## config.mk

```make
export PLATFORM = sky130hd
export DESIGN_NAME = seq_align_shifter
export DESIGN_NICKNAME = d
export VERILOG_FILES = /design/src/rtl/seq_align_shifter_pkg.sv /design/src/rtl/seq_shift_dp.sv /design/src/rtl/seq_align_shifter.sv
export SDC_FILE = /design/constraint.sdc
export NUM_CORES = 1
export LEC_CHECK = 0
export ABC_AREA = 1
export CAP_MARGIN = 15
export CORE_ASPECT_RATIO = 1.5
export CORE_MARGIN = 2
export CORE_UTILIZATION = 40
export DETAILED_ROUTE_END_ITERATION = 6
export PLACE_DENSITY = 0.71
export SLEW_MARGIN = 25
export SYNTH_ARGS = -nofsm -noshare
export SYNTH_HDL_FRONTEND = slang
export SYNTH_SLANG_ARGS = --single-unit
```

## constraint.sdc

```tcl
create_clock -name clk -period 1.2 [get_ports clk]
set_clock_uncertainty 0.05 [all_clocks]
set_input_delay 0.18 -clock clk [delete_from_list [all_inputs] [get_ports clk]]
set_output_delay 0.18 -clock clk [all_outputs]
set_load 0.01 [all_outputs]
```

## src/rtl/seq_align_shifter_pkg.sv

```systemverilog
// ---------------------------------------------------------------------------
// seq_align_shifter_pkg
// Shared definitions for the sequential FP align/normalise shifter.
//   - state_t    : FSM state encoding (S_IDLE / S_SHIFT / S_DONE)
//   - MODE_ALIGN : right shift with sticky collection
//   - MODE_NORM  : left shift until the leading one reaches the MSB
//   - DEF_W/DEF_SW : defaults for the single-precision adder datapath
// ---------------------------------------------------------------------------
package seq_align_shifter_pkg;

    localparam int DEF_W  = 26;
    localparam int DEF_SW = 5;

    localparam logic MODE_ALIGN = 1'b0;
    localparam logic MODE_NORM  = 1'b1;

    typedef enum logic [1:0] {
        S_IDLE  = 2'd0,
        S_SHIFT = 2'd1,
        S_DONE  = 2'd2
    } state_t;

endpackage

```

## src/rtl/seq_shift_dp.sv

```systemverilog
// ---------------------------------------------------------------------------
// seq_shift_dp
// Shift register datapath for seq_align_shifter.
// Ports:
//   clk, rst   : clock, asynchronous active-high reset
//   load       : load q from load_data, clear sticky
//   shift      : shift q one position (direction chosen by dir)
//   dir        : MODE_ALIGN = right shift, MODE_NORM = left shift
//   load_data  : operand to load
//   q          : shift register contents
//   sticky     : OR of every bit shifted out on the right (right shifts only)
// load has priority over shift.
// ---------------------------------------------------------------------------
module seq_shift_dp
    import seq_align_shifter_pkg::*;
#(
    parameter int W = DEF_W
) (
    input  logic         clk,
    input  logic         rst,
    input  logic         load,
    input  logic         shift,
    input  logic         dir,
    input  logic [W-1:0] load_data,
    output logic [W-1:0] q,
    output logic         sticky
);

    logic [W-1:0] q_next;
    logic         sticky_next;

    always_comb begin
        q_next      = q;
        sticky_next = sticky;
        if (load) begin
            q_next      = load_data;
            sticky_next = 1'b0;
        end else if (shift) begin
            if (dir == MODE_ALIGN) begin
                q_next      = {1'b0, q[W-1:1]};
                sticky_next = sticky | q[0];
            end else begin
                // Left shifts never discard a one that matters to sticky.
                q_next = {q[W-2:0], 1'b0};
            end
        end
    end

    always_ff @(posedge clk or posedge rst) begin
        if (rst) begin
            q      <= '0;
            sticky <= 1'b0;
        end else begin
            q      <= q_next;
            sticky <= sticky_next;
        end
    end

endmodule

```

## src/rtl/seq_align_shifter.sv

```systemverilog
// ---------------------------------------------------------------------------
// seq_align_shifter
// Sequential mantissa shifter, one position per clock.
//   ALIGN (mode=0): right shift by shamt_in, collecting a sticky bit.
//   NORM  (mode=1): left shift until the MSB is one or the budget is spent.
// Ports:
//   clk, rst     : clock, asynchronous active-high reset
//   start        : request, sampled only in IDLE
//   mode         : 0 = ALIGN, 1 = NORM, latched on accepted start
//   data_in      : operand, latched on accepted start
//   shamt_in     : shift budget, latched on accepted start
//   busy         : high while shifting
//   done         : one-cycle pulse, result valid
//   data_out     : shift register contents (valid with done, held until
//                  the next accepted start)
//   sticky       : OR of all bits shifted out (ALIGN only)
//   shift_count  : number of shifts performed
// Handshake: start is accepted on a clock edge only while IDLE; busy marks
// the SHIFT state, during which start is ignored; done pulses for exactly
// one cycle in DONE, after which the block returns to IDLE unconditionally.
// ---------------------------------------------------------------------------
module seq_align_shifter
    import seq_align_shifter_pkg::*;
#(
    parameter int W  = DEF_W,
    parameter int SW = DEF_SW
) (
    input  logic          clk,
    input  logic          rst,
    input  logic          start,
    input  logic          mode,
    input  logic [W-1:0]  data_in,
    input  logic [SW-1:0] shamt_in,
    output logic          busy,
    output logic          done,
    output logic [W-1:0]  data_out,
    output logic          sticky,
    output logic [SW-1:0] shift_count
);

    state_t        state;
    state_t        state_next;
    logic [SW-1:0] remaining;
    logic          mode_q;
    logic          load;
    logic          shift;
    logic [W-1:0]  q;

    // ------------------------------------------------------------------
    // Next-state and control decode
    // ------------------------------------------------------------------
    always_comb begin
        state_next = state;
        load       = 1'b0;
        shift      = 1'b0;
        unique case (state)
            S_IDLE: begin
                if (start) begin
                    load = 1'b1;
                    // Nothing to do: zero budget, or already normalised.
                    if (shamt_in == '0 || (mode == MODE_NORM && data_in[W-1]))
                        state_next = S_DONE;
                    else
                        state_next = S_SHIFT;
                end
            end
            S_SHIFT: begin
                shift = 1'b1;
                // q[W-2] becomes the MSB after this shift.
                if (remaining == SW'(1) || (mode_q == MODE_NORM && q[W-2]))
                    state_next = S_DONE;
            end
            S_DONE: begin
                state_next = S_IDLE;
            end
            default: begin
                state_next = S_IDLE;
            end
        endcase
    end

    always_ff @(posedge clk or posedge rst) begin
        if (rst) begin
            state <= S_IDLE;
        end else begin
            state <= state_next;
        end
    end

    // ------------------------------------------------------------------
    // Budget, count and mode registers
    // ------------------------------------------------------------------
    always_ff @(posedge clk or posedge rst) begin
        if (rst) begin
            remaining   <= '0;
            shift_count <= '0;
            mode_q      <= MODE_ALIGN;
        end else if (load) begin
            remaining   <= shamt_in;
            shift_count <= '0;
            mode_q      <= mode;
        end else if (shift) begin
            remaining   <= remaining - SW'(1);
            shift_count <= shift_count + SW'(1);
        end
    end

    seq_shift_dp #(
        .W (W)
    ) u_dp (
        .clk       (clk),
        .rst       (rst),
        .load      (load),
        .shift     (shift),
        .dir       (mode_q),
        .load_data (data_in),
        .q         (q),
        .sticky    (sticky)
    );

    assign data_out = q;
    assign busy     = (state == S_SHIFT);
    assign done     = (state == S_DONE);

endmodule

```

# After elaboration in Yosys (flattened, before gate mapping)
# Cells that the tools add are included.
# Widths: inputs -> output; s select.
[word_totals]
register_bits = 40
word_cells = 41
[classes]
add_sub_neg = 2
eq_ne = 6
muxes = 17
bitwise = 1
n_reduce_logical = 9
[ops]
columns = ["op", "count"]
rows = [
  ["$mux 26", 3],
  ["$mux 5", 4],
  ["$mux 1", 6],
  ["$mux 2", 3],
  ["$add 5x1->5 const B", 1],
  ["$eq 5x1->1 const B", 1],
  ["$logic_not 5->1", 1],
  ["$sub 5x1->5 const B", 1],
  ["$ne 2x1->1 const B", 2],
  ["$pmux 2 s2", 1],
  ["$reduce_and 2->1", 2],
  ["$eq 2x1->1 const B", 1],
  ["$eq 2x2->1 const B", 1],
  ["$logic_and 1x1->1", 2],
  ["$logic_not 2->1", 1],
  ["$logic_or 1x1->1", 2],
  ["$ne 2x2->1 const B", 1],
  ["$reduce_bool 2->1", 1],
  ["$or 1x1->1", 1],
]

# Logic depth before layout (Yosys ltp)
# Gate-level depths: netlist of run 1.
[depth]
depth_word = 5
ltp_mapped = 8

# By module
# From an unflattened synthesis of run 1, not the netlist that was laid out.
[unflattened]
hier_cells = 356
hier_area_um2 = 2386.0
[modules_own_cells]
columns = ["module", "n_inst", "cells_per_inst", "area_each_um2", "seq_area_each_um2"]
rows = [
  ["seq_shift_dp", 1, 252, 1629.1, 675.6],
  ["seq_align_shifter", 1, 104, 757.0, 325.3],
]

# Worst setup path before layout of run 1
# Ideal clock, no wire load.
[synth_path]
path_type = "register to register"
start = "reg mode_q"
end = "reg u_dp.q[13]"
setup_time_ps = 130
t_arrival_ps = 975
t_required_ps = 1020
path_slack_ps = 45
path_stages_with_launch = 7
n_path_buf = 2
cell_sequence = "dfrtp_1 -> buf_2 -> inv_2 -> buf_2 -> nand2_1 -> o211ai_1 -> nand3_1"
[synth_between]
elab_chain_cells = 3
[synth_rtl]
columns = ["item", "line_no", "rtl"]
rows = [
  ["from (decl)", "seq_align_shifter.sv:44", "logic mode_q;"],
  ["from (signal assigned)", "seq_align_shifter.sv:101", "mode_q <= mode;"],
  ["$mux 26", "seq_shift_dp.sv:39", "if (dir == MODE_ALIGN) begin"],
  ["$mux 26", "seq_shift_dp.sv:38", "end else if (shift) begin"],
  ["$mux 26", "seq_shift_dp.sv:35", "if (load) begin"],
  ["to (signal assigned)", "seq_shift_dp.sv:54", "q <= q_next;"],
  ["to (decl)", "seq_shift_dp.sv:25", "output logic [W-1:0] q,"],
]
# No other way between the ends. The select of a mux whose other input is x is not followed.
# A chain may end at the register's enable or synchronous reset.

# Final worst setup path of run 1
[layout_path]
start = "reg state[1]"
end = "reg remaining[4]"
[layout_between]
elab_chain_cells = 3
elab_cells_between_ends = 6
cone_classes = "eq/ne: 1; mux: 3; reduce/logical: 2"
[layout_rtl]
columns = ["item", "line_no", "rtl"]
rows = [
  ["from (decl)", "seq_align_shifter.sv:41", "state_t state;"],
  ["from (signal assigned)", "seq_align_shifter.sv:86", "state <= state_next;"],
  ["$eq 2x1->1 or $logic_not 2->1 (tied branches)", "seq_align_shifter.sv:56", "unique case (state)"],
  ["$mux 1", "seq_align_shifter.sv:56", ""],
  ["$reduce_bool 2->1 (no line) or $mux 5 (tied branches)", "n/a", ""],
  ["to (signal assigned)", "seq_align_shifter.sv:99", "remaining <= shamt_in;"],
  ["to (signal assigned)", "seq_align_shifter.sv:103", "remaining <= remaining - SW'(1);"],
  ["to (decl)", "seq_align_shifter.sv:43", "logic [SW-1:0] remaining;"],
]
# Several ways; a longest one is shown, not always the timed one.

==> results of run 1 <==
[metrics by stage]
stage / std cells / hold WS (ns) / power, mW
2_1_floorplan: 359 / 0.2510 / 5.481
3_3_place_gp: 525 / 0.4140 / 7.963
3_5_place_dp: 525 / 0.4274 / 8.063
4_1_cts: 558 / 0.1902 / 10.44
5_1_grt: 559 / 0.2365 / 11.73
6_report: 559 / 0.1825 / 10.98
[per-layer routing]
metal	vias up	routed length [um]	track usage
li1	1364	-	-
met5	-	0	0
met4	0	338	0.1292
met3	31	456	0.03620
met2	121	4525	0.4593
met1	1379	3149	0.3115
[cells in the final DEF, fill, tap and decap left out]
cell type / synthesis / routed
sky130_fd_sc_hd__dfrtp_1: 40 / 40
sky130_fd_sc_hd__nand3b_1: 5 / 5
sky130_fd_sc_hd__o21ai_4: 1 / 2
sky130_fd_sc_hd__buf_6: 4 / 16
sky130_fd_sc_hd__xor2_1: 1 / 1
sky130_fd_sc_hd__nor2_2: 1 / 2
sky130_fd_sc_hd__buf_12: 0 / 5
sky130_fd_sc_hd__clkinv_2: 0 / 1
sky130_fd_sc_hd__inv_4: 0 / 1
sky130_fd_sc_hd__o21ai_1: 8 / 1
sky130_fd_sc_hd__nand3_2: 0 / 13
sky130_fd_sc_hd__clkbuf_1: 1 / 1
sky130_fd_sc_hd__clkbuf_2: 0 / 4
sky130_fd_sc_hd__o21ai_0: 13 / 1
sky130_fd_sc_hd__clkbuf_8: 0 / 5
sky130_fd_sc_hd__a21oi_2: 0 / 2
sky130_fd_sc_hd__ha_1: 3 / 3
sky130_fd_sc_hd__nand3_1: 34 / 21
sky130_fd_sc_hd__buf_16: 0 / 4
sky130_fd_sc_hd__nand2_1: 167 / 146
sky130_fd_sc_hd__o211ai_1: 4 / 4
sky130_fd_sc_hd__nor2_1: 15 / 11
sky130_fd_sc_hd__nor2_4: 2 / 6
sky130_fd_sc_hd__buf_4: 5 / 42
sky130_fd_sc_hd__buf_2: 6 / 1
sky130_fd_sc_hd__inv_2: 3 / 2
sky130_fd_sc_hd__o21ai_2: 0 / 18
sky130_fd_sc_hd__clkdlybuf4s15_1: 0 / 28
sky130_fd_sc_hd__nand2_2: 1 / 17
sky130_fd_sc_hd__clkdlybuf4s50_1: 0 / 34
sky130_fd_sc_hd__nand2_4: 2 / 4
sky130_fd_sc_hd__nand2_8: 0 / 5
sky130_fd_sc_hd__inv_1: 40 / 40
sky130_fd_sc_hd__nand4_1: 1 / 1
[path summary, 6_finish.rpt]
kind / start / endpoint / cells after the start
max in group asynchronous: rst / u_dp.q[25]$_DFFE_PP0P_ / 3
hold / removal: rst / remaining[3]$_DFFE_PP0P_ / 3
min in group clk: data_in[13] / u_dp.q[13]$_DFFE_PP0P_ / 3
hold reg to reg: u_dp.sticky$_DFFE_PP0P_ / u_dp.sticky$_DFFE_PP0P_ / 2
setup reg to reg: state[1]$_DFFE_PP0P_ / remaining[4]$_DFFE_PP0P_ / 10
setup / recovery: state[1]$_DFFE_PP0P_ / remaining[4]$_DFFE_PP0P_ / 10
[power groups by stage]
stage	registers, mW	clock network (mW)	logic, mW
6_report	2.45	0.895	7.64
5_1_grt	2.51	0.954	8.27
4_1_cts	2.41	0.906	7.13
3_5_place_dp	2.45	0	5.61
3_3_place_gp	2.44	0	5.52
2_1_floorplan	2.68	0	2.80
[kinds of logic after synthesis]
kind of cell	count (synthesis)
xor gates and xnor gates	1
adders and majority gates	3
DFF	40
and+or+nand+nor	228
buffers and inverters	59
AOI/OAI and AO/OA	28
[cells in the mapped netlist, drive strengths merged]
cell type,number,area [sq um]
xor2,1,8.760
buf,15,112.6
nand3b,5,37.54
o21ai,22,121.4
clkbuf,1,3.750
nor2,18,85.08
inv,43,161.4
nand2,170,655.6
nand4,1,6.260
o211ai,4,30.03
nand3,34,170.2
dfrtp,40,1001
ha,3,37.54
a21oi,2,10.01
[sequential cells by signal (all words and copies together), names as in the netlist]
| register | count |
|---|---|
| mode_q | 1 |
| u_dp.q | 26 |
| state | 2 |
| remaining | 5 |
| shift_count | 5 |
| u_dp.sticky | 1 |
[cell type report]
class,instances,share of cell area
Clock inverter,1,0.001198
Tap cell,72,0.02156
Multi-Input combinational cell,263,0.3576
Timing Repair Buffer,134,0.3235
Clock buffer,6,0.01737
Inverter,43,0.03923
Sequential cell,40,0.2396
[what timing repair did]
action                                  in CTS  in global routing
buffers inserted                            17                  1
gates cloned                                 9                  0
resized for setup                          153                 32
pin swaps                                   21                 18
endpoints found under the setup margin      72                 49
hold buffers                                 0                  0
[worst max-delay path, cell delays in order (launching register included)]
cell,delay (ns)
sky130_fd_sc_hd__dfrtp_1,0.41
sky130_fd_sc_hd__buf_6,0.13
sky130_fd_sc_hd__inv_4,0.04
sky130_fd_sc_hd__buf_6,0.12
sky130_fd_sc_hd__buf_6,0.11
sky130_fd_sc_hd__o21ai_4,0.09
sky130_fd_sc_hd__buf_6,0.17
sky130_fd_sc_hd__nand2_2,0.05
sky130_fd_sc_hd__nand2_1,0.04
sky130_fd_sc_hd__inv_1,0.05
sky130_fd_sc_hd__nand2_1,0.05
==> Implementation_results.wiki, run 1 <==
{| class="wikitable"
! Metric !! Value
|-
| Status || finished with violations
|-
| Final-layout fill cell count || 439
|-
| Number of maximum-capacitance violations || 0
|-
| Design Area, Final || 4178 sq um
|-
| Unrepaired setup endpoints after global routing || true
|-
| Total area of multi-input combinational cells || 1494 sq um
|-
| DP Worst Slack || -0.2801 ns
|-
| Core utilization of the finished layout || 0.7116
|-
| Initial Util || 0.4158
|-
| Diode insertion count for antenna repair || 0
|-
| Critical Path Sink Type || flip-flop
|-
| X dimension of the die || 67.79 um
|-
| Adder-Cell Fraction of Synth Area || 0.01538
|-
| Flop-to-flop setup slack || -0.22 ns
|-
| Max-slew violations || 0
|-
| Synth Area in Simple Gates || 0.3911
|-
| Part of the cycle the worst path needs || 1.182
|-
| Smallest setup slack after layout || -0.2179 ns
|-
| Cell area after placement || 3461 sq um
|-
| Total clock buffers created by CTS || 5
|-
| Area of the placeable core || 5871 sq um
|-
| Pin count of the biggest net entering global routing || 41
|-
| Cell Rows || 34
|-
| Synth-to-layout area growth || 71.14%
|-
| Fmax achieved || 705.3 MHz
|-
| Number of global-route vias before repair || 2961
|-
| Maximum fanout along the worst path || 7
|-
| Crit path required time || 1.34 ns
|-
| Average cell area after synthesis || 6.800 sq um
|-
| Drt initial violations || 135
|-
| Number of nets still failing antenna checks after routing || 0
|-
| First-pass GRT wire length || 13.72 mm
|-
| Net switching component of the power || 4.964 mW
|-
| Net count of the finished layout || 525
|-
| GRT Residual Overflow || 0
|-
| Slew at the pin closest to its max-slew limit || 0.3065 ns
|-
| Vertical die dimension || 99.68 um
|-
| Sw Share || 0.4520
|-
| Sequential fraction of the synthesis area || 0.4100
|-
| Via count || 2895
|-
| Count of mapped cells out of synthesis || 359
|-
| Detailed Place HPWL || 4.779 mm
|-
| Post-synth net total || 397
|-
| Clock Tree Root || sky130_fd_sc_hd__clkbuf_8
|-
| Number of failing setup endpoints in the final timing report || 42
|-
| Clock group share of total power || 0.082
|-
| Total standard cell area after synthesis || 2441 sq um
|-
| Power per cell area || 2629 nW/um^2
|-
| Antenna violations before repair || 0
|-
| Number of synthesized register bits || 40
|-
| Hold/Removal Path Class || in2async
|-
| Violated checks || negative setup slack
|-
| Port Buffer Count || 68
|-
| Sort of element at the start of the critical path || flip-flop
|-
| Post-route minimum period || 1.418 ns
|-
| Category of the most critical setup path || reg2reg
|-
| Sequential share of power || 0.223
|-
| Multiplexer fraction of the synthesized cell area || 0
|-
| Leakage dissipation || 2.180 nW
|-
| Count of TritonRoute iterations in the first routing pass || 5
|-
| WL/cell || 15.15 um
|-
| Compound-Gate Fraction of Synth Area || 0.06612
|-
| Gate power share || 0.696
|-
| CTS tree || built
|-
| Source-to-sink clock delay at the later pin of the worst-skew pair || 0.30 ns
|-
| Routed wire length || 8.469 mm
|-
| Longest Clk Path Bufs || 2
|-
| Worst ir drop on vdd || 0.001349 V
|-
| Crit path arrival time || 1.56 ns
|-
| Warnings from Yosys || 0
|-
| Total I/O pin count || 69
|-
| Number of remaining DRC errors || 0
|-
| Floorplan die area || 6756 sq um
|-
| Final weighted congestion in routability-driven placement || 0.8565
|-
| Distinct cell type count after synthesis || 23
|-
| Fraction of final layout cells sized beyond drive strength 1 || 0.3080
|-
| Total Negative Setup Slacks || -6.688 ns
|-
| Post-synthesis share of cell area spent on xor and xnor gates || 0.003588
|-
| Dominant combinational cell family by area after synthesis || simple AND/OR/NAND/NOR gates
|-
| Post-detailed-route via-to-cell ratio || 5.179
|-
| Headroom to the max-slew limit || 0.7949
|-
| Total routing resource utilization after global routing || 0.2649
|-
| Sequential cell area || 1001 sq um
|-
| Internal cell power || 6.019 mW
|-
| Clock sink count || 40
|-
| Final Hold Vio Count || 0
|-
| Post-CTS clock slew at the launch and capture registers of the worst setup and hold paths || 0.08 ns
|-
| H-Tree Depth || 2
|}
Note: power is estimated with default switching activity, not from simulation.
==> inputs of run 2 (changes only) <==
--- a/config.mk
+++ b/config.mk
@@ -16,3 +16,4 @@
 export SYNTH_ARGS = -nofsm -noshare
 export SYNTH_HDL_FRONTEND = slang
 export SYNTH_SLANG_ARGS = --single-unit
+export TNS_END_PERCENT = 50
==> Implementation_results.wiki, run 2 (synthesis gave the netlist of run 1 again) <==
{| class="wikitable"
! Metric !! Value
|-
| Flip-flop count of the largest register, all copies and words added || 26
|-
| Crit path arrival time || 1.51 ns
|-
| Longest Clk Path Bufs || 2
|-
| Detailed Place HPWL || 4.779 mm
|-
| Leakage dissipation || 2.025 nW
|-
| Worst reg2reg startpoint || state[1]$_DFFE_PP0P_
|-
| Part of the cycle the worst path needs || 1.133
|-
| Total area of multi-input combinational cells || 1287 sq um
|-
| First-pass GRT wire length || 12.15 mm
|-
| Category of the most critical setup path || reg2reg
|-
| Cell-by-cell trace of the critical path || buf_6, buf_6, nor2_4, buf_6, nand2_8, nand2_2, nand2_2, nand2_2, inv_2
|-
| Post-route minimum period || 1.359 ns
|-
| Status || finished with violations
|-
| Overall power || 9.521 mW
|-
| Count of TritonRoute iterations in the first routing pass || 4
|-
| Headroom to the max-slew limit || 0.8424
|-
| Floorplan die area || 6756 sq um
|-
| Drt initial violations || 103
|-
| Synth-to-layout area growth || 55.15%
|-
| Crit path required time || 1.35 ns
|-
| Power per cell area || 2514 nW/um^2
|-
| Number of global-route vias before repair || 2706
|-
| CP top delay family || buffers and inverters
|-
| Final Hold Vio Count || 0
|-
| Fmax achieved || 735.7 MHz
|-
| Smallest setup slack after layout || -0.1592 ns
|-
| Post-CTS clock slew at the launch and capture registers of the worst setup and hold paths || 0.08 ns
|-
| Cell Rows || 34
|-
| Via count || 2697
|-
| Number of failing setup endpoints in the final timing report || 40
|-
| Maximum fanout along the worst path || 7
|-
| Area of the placeable core || 5871 sq um
|-
| Number of remaining DRC errors || 0
|-
| Flop-to-flop setup slack || -0.16 ns
|-
| Worst ir drop on vdd || 0.001071 V
|-
| H-Tree Depth || 2
|-
| Number of maximum-capacitance violations || 0
|-
| Vertical die dimension || 99.68 um
|-
| Clock sink count || 40
|-
| Register name with the most flops || u_dp.q
|-
| Initial Util || 0.4158
|-
| Routed wire length || 7.263 mm
|-
| GRT Residual Overflow || 0
|-
| Delay contributed by the slowest stage of the critical path || 0.40 ns
|-
| Max-slew violations || 0
|-
| Post-detailed-route via-to-cell ratio || 4.913
|-
| Capture instance of the worst register-to-register path || shift_count[4]$_DFFE_PP0P_
|-
| Net count of the finished layout || 515
|-
| Hold/Removal Path Class || in2async
|-
| Number of nets still failing antenna checks after routing || 0
|-
| Total I/O pin count || 69
|-
| Clock Tree Root || sky130_fd_sc_hd__clkbuf_8
|-
| Slew at the pin closest to its max-slew limit || 0.2354 ns
|-
| Sequential cell area || 1001 sq um
|-
| Diode insertion count for antenna repair || 0
|-
| Leading cell types in the layout, fill and taps excluded || sky130_fd_sc_hd__nand2_1 (156), sky130_fd_sc_hd__buf_4 (43), sky130_fd_sc_hd__dfrtp_1 (40), sky130_fd_sc_hd__inv_1 (39), sky130_fd_sc_hd__clkdlybuf4s50_1 (34)
|-
| WP buf/inv || 4
|-
| X dimension of the die || 67.79 um
|-
| Critical Path Sink Type || flip-flop
|-
| Sort of element at the start of the critical path || flip-flop
|-
| Total routing resource utilization after global routing || 0.2318
|-
| Pin count of the biggest net entering global routing || 41
|-
| Reg2reg path depth || 9
|-
| Total Negative Setup Slacks || -4.239 ns
|-
| Final weighted congestion in routability-driven placement || 0.8565
|-
| Unrepaired setup endpoints after global routing || true
|-
| CTS tree || built
|-
| Port Buffer Count || 68
|-
| Source-to-sink clock delay at the later pin of the worst-skew pair || 0.30 ns
|-
| Slowest cell on crit path || sky130_fd_sc_hd__dfrtp_1
|-
| Fraction of final layout cells sized beyond drive strength 1 || 0.2159
|-
| Total clock buffers created by CTS || 5
|-
| Most common cell after layout, fill and taps aside || sky130_fd_sc_hd__nand2_1
|-
| Violated checks || negative setup slack
|-
| Antenna violations before repair || 0
|-
| Largest registers ranked by flip-flop count || u_dp.q (26), remaining (5), shift_count (5)
|-
| Final-layout fill cell count || 524
|-
| Number of hold-repair buffers added at the cts stage || 0
|-
| WL/cell || 13.23 um
|}
==> run 2: stage by stage <==
stage | cell area (sq um) | utilization | hold slack, ns | instances | setup WS [ns]
after floorplan | 2441 | - | 0.2510 | 359 | 0.04483
after global placement | 3461 | 0.5895 | 0.4140 | 525 | -0.2657
after detailed placement | 3461 | 0.5895 | 0.4274 | 525 | -0.2801
after CTS | 3714 | 0.6326 | 0.1902 | 549 | -0.1392
after global routing | 3787 | 0.6451 | 0.2359 | 549 | -0.2145
final | 3787 | 0.6451 | 0.1785 | 549 | -0.1592
==> run 2: area by class of cell <==
type,instances,share of cell area
clock buffer,6,0.01916
clock inverter,1,0.001321
inverter,43,0.04262
multi-input combinational,263,0.3399
sequential,40,0.2643
tap,72,0.02379
timing repair buffer,124,0.3089
==> run 2: timing repair <==
| item | in CTS | in global routing |
|---|---|---|
| endpoints found under the setup margin | 72 | 46 |
| gates resized for setup | 91 | 31 |
| buffers inserted | 13 | 0 |
| pin swaps | 7 | 6 |
| gates cloned | 4 | 0 |
==> run 2: worst max path at each step <==
stage          slack [ns]            startpoint  depth (start not counted)                          to
3_5_place_dp        -0.28                 start                          8    remaining[4]$_DFFE_PP0P_
3_3_place_gp        -0.27                 start                          7       u_dp.q[0]$_DFFE_PP0P_
4_1_cts             -0.14  state[1]$_DFFE_PP0P_                          8      u_dp.q[10]$_DFFE_PP0P_
6_report            -0.16  state[1]$_DFFE_PP0P_                          9  shift_count[4]$_DFFE_PP0P_
5_1_grt             -0.21  state[1]$_DFFE_PP0P_                          8       u_dp.q[8]$_DFFE_PP0P_
2_1_floorplan        0.04    mode_q$_DFFE_PP0P_                          6      u_dp.q[13]$_DFFE_PP0P_
==> run 2: tightest hold or removal path, cell delays in order <==
cell and delay, ns:
sky130_fd_sc_hd__clkdlybuf4s50_1 0.40, sky130_fd_sc_hd__inv_1 0.09, sky130_fd_sc_hd__buf_12 0.23
==> run 2: power by group <==
part	switching [mW]	internal, mW	total [mW]
Sequential	0.439	1.97	2.41
Combinational	3.30	2.94	6.23
Clock	0.484	0.396	0.880
Total	4.22	5.30	9.52
==> run 2: per-layer routing <==
layer	global-route usage	up-vias	wire length (um)
met2	0.4110	62	3881
met4	0.08615	0	127
met1	0.2785	1281	3015
li1	-	1343	-
met3	0.02828	11	238
met5	0	-	0
==> inputs of run 3 (changes only) <==
--- a/config.mk
+++ b/config.mk
@@ -10,8 +10,9 @@
 export CORE_ASPECT_RATIO = 1.5
 export CORE_MARGIN = 2
 export CORE_UTILIZATION = 40
+export CTS_CLUSTER_SIZE = 10
 export DETAILED_ROUTE_END_ITERATION = 6
-export PLACE_DENSITY = 0.71
+export PLACE_DENSITY = 0.69
 export SLEW_MARGIN = 25
 export SYNTH_ARGS = -nofsm -noshare
 export SYNTH_HDL_FRONTEND = slang
==> constraint.sdc (replaced) <==
create_clock -name clk -period 1.7 [get_ports clk]
set_clock_uncertainty 0.05 [all_clocks]
set_input_delay 0.255 -clock clk [delete_from_list [all_inputs] [get_ports clk]]
set_output_delay 0.255 -clock clk [all_outputs]
set_load 0.01 [all_outputs]
==> Implementation_results.wiki, run 3 (synthesis gave the netlist of run 1 again) <==
{| class="wikitable"
! Metric !! Value
|-
| Number of hold-repair buffers added at the cts stage || 0
|-
| Synth-to-layout area growth || 35.57%
|-
| Clock Tree Root || sky130_fd_sc_hd__clkbuf_8
|-
| Number of nets still failing antenna checks after routing || 0
|-
| Total Negative Setup Slacks || 0 ns
|-
| H-Tree Depth || 2
|-
| Clock sink count || 40
|-
| Final weighted congestion in routability-driven placement || 0.7688
|-
| Number of remaining DRC errors || 0
|-
| Flop-to-flop setup slack || 0.16 ns
|-
| Leading cell types in the layout, fill and taps excluded || sky130_fd_sc_hd__nand2_1 (167), sky130_fd_sc_hd__clkdlybuf4s50_1 (66), sky130_fd_sc_hd__inv_1 (40), sky130_fd_sc_hd__dfrtp_1 (40), sky130_fd_sc_hd__nand3_1 (34)
|-
| Power per cell area || 1758 nW/um^2
|-
| Cell Rows || 34
|-
| Post-detailed-route via-to-cell ratio || 4.938
|-
| Number of failing setup endpoints in the final timing report || 0
|-
| Port Buffer Count || 68
|-
| WP buf/inv || 1
|-
| Internal cell power || 3.247 mW
|-
| Vertical die dimension || 99.68 um
|-
| Total clock buffers created by CTS || 5
|-
| Part of the cycle the worst path needs || 0.9471
|-
| WL/cell || 12.65 um
|-
| Worst ir drop on vdd || 0.0008777 V
|-
| Source-to-sink clock delay at the later pin of the worst-skew pair || 0.29 ns
|-
| Fmax achieved || 621.1 MHz
|-
| Crit path required time || 1.39 ns
|-
| X dimension of the die || 67.79 um
|-
| Sort of element at the start of the critical path || flip-flop
|-
| Flip-flop count of the largest register, all copies and words added || 26
|-
| Slowest cell on crit path || sky130_fd_sc_hd__clkdlybuf4s50_1
|-
| Register name with the most flops || u_dp.q
|-
| Overall power || 5.818 mW
|-
| Largest registers ranked by flip-flop count || u_dp.q (26), remaining (5), shift_count (5)
|-
| Most common cell after layout, fill and taps aside || sky130_fd_sc_hd__nand2_1
|-
| Fraction of final layout cells sized beyond drive strength 1 || 0.06527
|-
| Cell-by-cell trace of the critical path || clkdlybuf4s50_1
|-
| Slew at the pin closest to its max-slew limit || 0.4602 ns
|-
| Total routing resource utilization after global routing || 0.2063
|-
| Count of TritonRoute iterations in the first routing pass || 4
|-
| Headroom to the max-slew limit || 0.6927
|-
| Clock group share of total power || 0.119
|-
| Net count of the finished layout || 467
|-
| GRT Residual Overflow || 0
|-
| Initial Util || 0.4158
|-
| Routed wire length || 6.340 mm
|-
| Critical Path Sink Type || primary output
|-
| Total I/O pin count || 69
|-
| Final-layout worst hold slack || 0.2718 ns
|-
| Post-route minimum period || 1.610 ns
|-
| CTS tree || built
|-
| Max-slew violations || 0
|-
| Final Hold Vio Count || 0
|-
| Detailed Place HPWL || 4.516 mm
|-
| Gate power share || 0.564
|-
| Drt initial violations || 122
|-
| Crit path arrival time || 1.31 ns
|-
| Net switching component of the power || 2.571 mW
|-
| Hold/Removal Path Class || in2async
|-
| Post-CTS clock slew at the launch and capture registers of the worst setup and hold paths || 0.07 ns
|-
| Pin count of the biggest net entering global routing || 41
|-
| Unrepaired setup endpoints after global routing || false
|-
| Number of maximum-capacitance violations || 0
|-
| Sw Share || 0.4420
|-
| CP top delay family || buffers and inverters
|-
| Leakage dissipation || 1.727 nW
|-
| Antenna violations before repair || 0
|-
| Area of the placeable core || 5871 sq um
|-
| Diode insertion count for antenna repair || 0
|-
| Floorplan die area || 6756 sq um
|-
| Sequential share of power || 0.317
|-
| Maximum fanout along the worst path || 5
|-
| Delay contributed by the slowest stage of the critical path || 0.57 ns
|-
| Via count || 2474
|-
| Status || complete, no violations
|-
| Longest Clk Path Bufs || 2
|-
| Number of global-route vias before repair || 2476
|-
| First-pass GRT wire length || 10.78 mm
|-
| Category of the most critical setup path || reg2out
|}
==> run 3: cell types whose count changed in the layout (fill, tap and decap cells not counted), moves of 2 or more <==
cell,delta
sky130_fd_sc_hd__buf_4,-35
sky130_fd_sc_hd__clkdlybuf4s50_1,+32
sky130_fd_sc_hd__clkdlybuf4s15_1,-31
sky130_fd_sc_hd__nand2_1,+11
sky130_fd_sc_hd__o21ai_0,+11
sky130_fd_sc_hd__nand2_2,-10
sky130_fd_sc_hd__o21ai_2,-10
sky130_fd_sc_hd__buf_6,-9
sky130_fd_sc_hd__buf_2,-2
sky130_fd_sc_hd__clkbuf_8,+2
sky130_fd_sc_hd__dlygate4sd2_1,+2
sky130_fd_sc_hd__nand2_4,-2
sky130_fd_sc_hd__nand3_1,+2
sky130_fd_sc_hd__nand3_2,-2
==> run 3: timing repair <==
item                                    in CTS  in global routing
hold endpoints to repair                     0                  0
resized for setup                            2                  0
buffers inserted                             2                  0
endpoints found under the setup margin       2                  0
==> run 3: worst register-to-register path, stage by stage, from the launching register on <==
cell and delay [ns]:
sky130_fd_sc_hd__dfrtp_1 0.40, sky130_fd_sc_hd__buf_4 0.16, sky130_fd_sc_hd__buf_4 0.16, sky130_fd_sc_hd__nand2_2 0.32, sky130_fd_sc_hd__o21ai_0 0.20, sky130_fd_sc_hd__nand2_1 0.10, sky130_fd_sc_hd__nand2_1 0.05
==> run 3: area by class of cell <==
cell class	instances	area (sq um)
inverters	43	161.4
clock buffers	7	96.34
multi-input cells	260	1162
repair buffers	79	798.3
flip-flops and latches	40	1001
well taps	72	90.09
fillers	569	2561
==> run 3: metal layers <==
metal | up-vias | global-route usage | wire length [um]
li1 | 1241 | - | -
met4 | 0 | 0.08154 | 125
met3 | 10 | 0.02715 | 275
met2 | 73 | 0.3650 | 3265
met5 | - | 0 | 0
met1 | 1150 | 0.2451 | 2674
==> run 3: path summary, 6_finish.rpt <==
path | end | depth (start not counted) | startpoint
min | remaining[3]$_DFFE_PP0P_ | 3 | rst
min reg2reg | u_dp.sticky$_DFFE_PP0P_ | 2 | u_dp.sticky$_DFFE_PP0P_
max | shift_count[0] | 1 | shift_count[0]$_DFFE_PP0P_
max in group asynchronous | u_dp.q[19]$_DFFE_PP0P_ | 3 | rst
min in group clk | u_dp.sticky$_DFFE_PP0P_ | 2 | u_dp.sticky$_DFFE_PP0P_
max reg2reg | u_dp.q[4]$_DFFE_PP0P_ | 6 | state[0]$_DFFE_PP0P_
==> run 3: power by group through the flow <==
| stage | Sequential (mW) | Combinational, mW | Clock, mW |
|---|---|---|---|
| floorplan | 1.90 | 1.97 | 0 |
| global placement | 1.86 | 3.21 | 0 |
| detailed placement | 1.87 | 3.28 | 0 |
| CTS | 1.84 | 3.32 | 0.711 |
| global route | 1.91 | 3.68 | 0.745 |
| finish | 1.84 | 3.28 | 0.695 |
==> run 3: metrics by stage <==
step                      std cells  utilization  instance area (sq um)  setup slack, ns
after floorplan                 359            -                   2441           0.4774
after global placement          492       0.5452                   3201           0.1129
after detailed placement        492       0.5452                   3201          0.05929
after CTS                       501       0.5637                   3309          0.08222
after global routing            501       0.5637                   3309          0.04442
final                           501       0.5637                   3309          0.08985
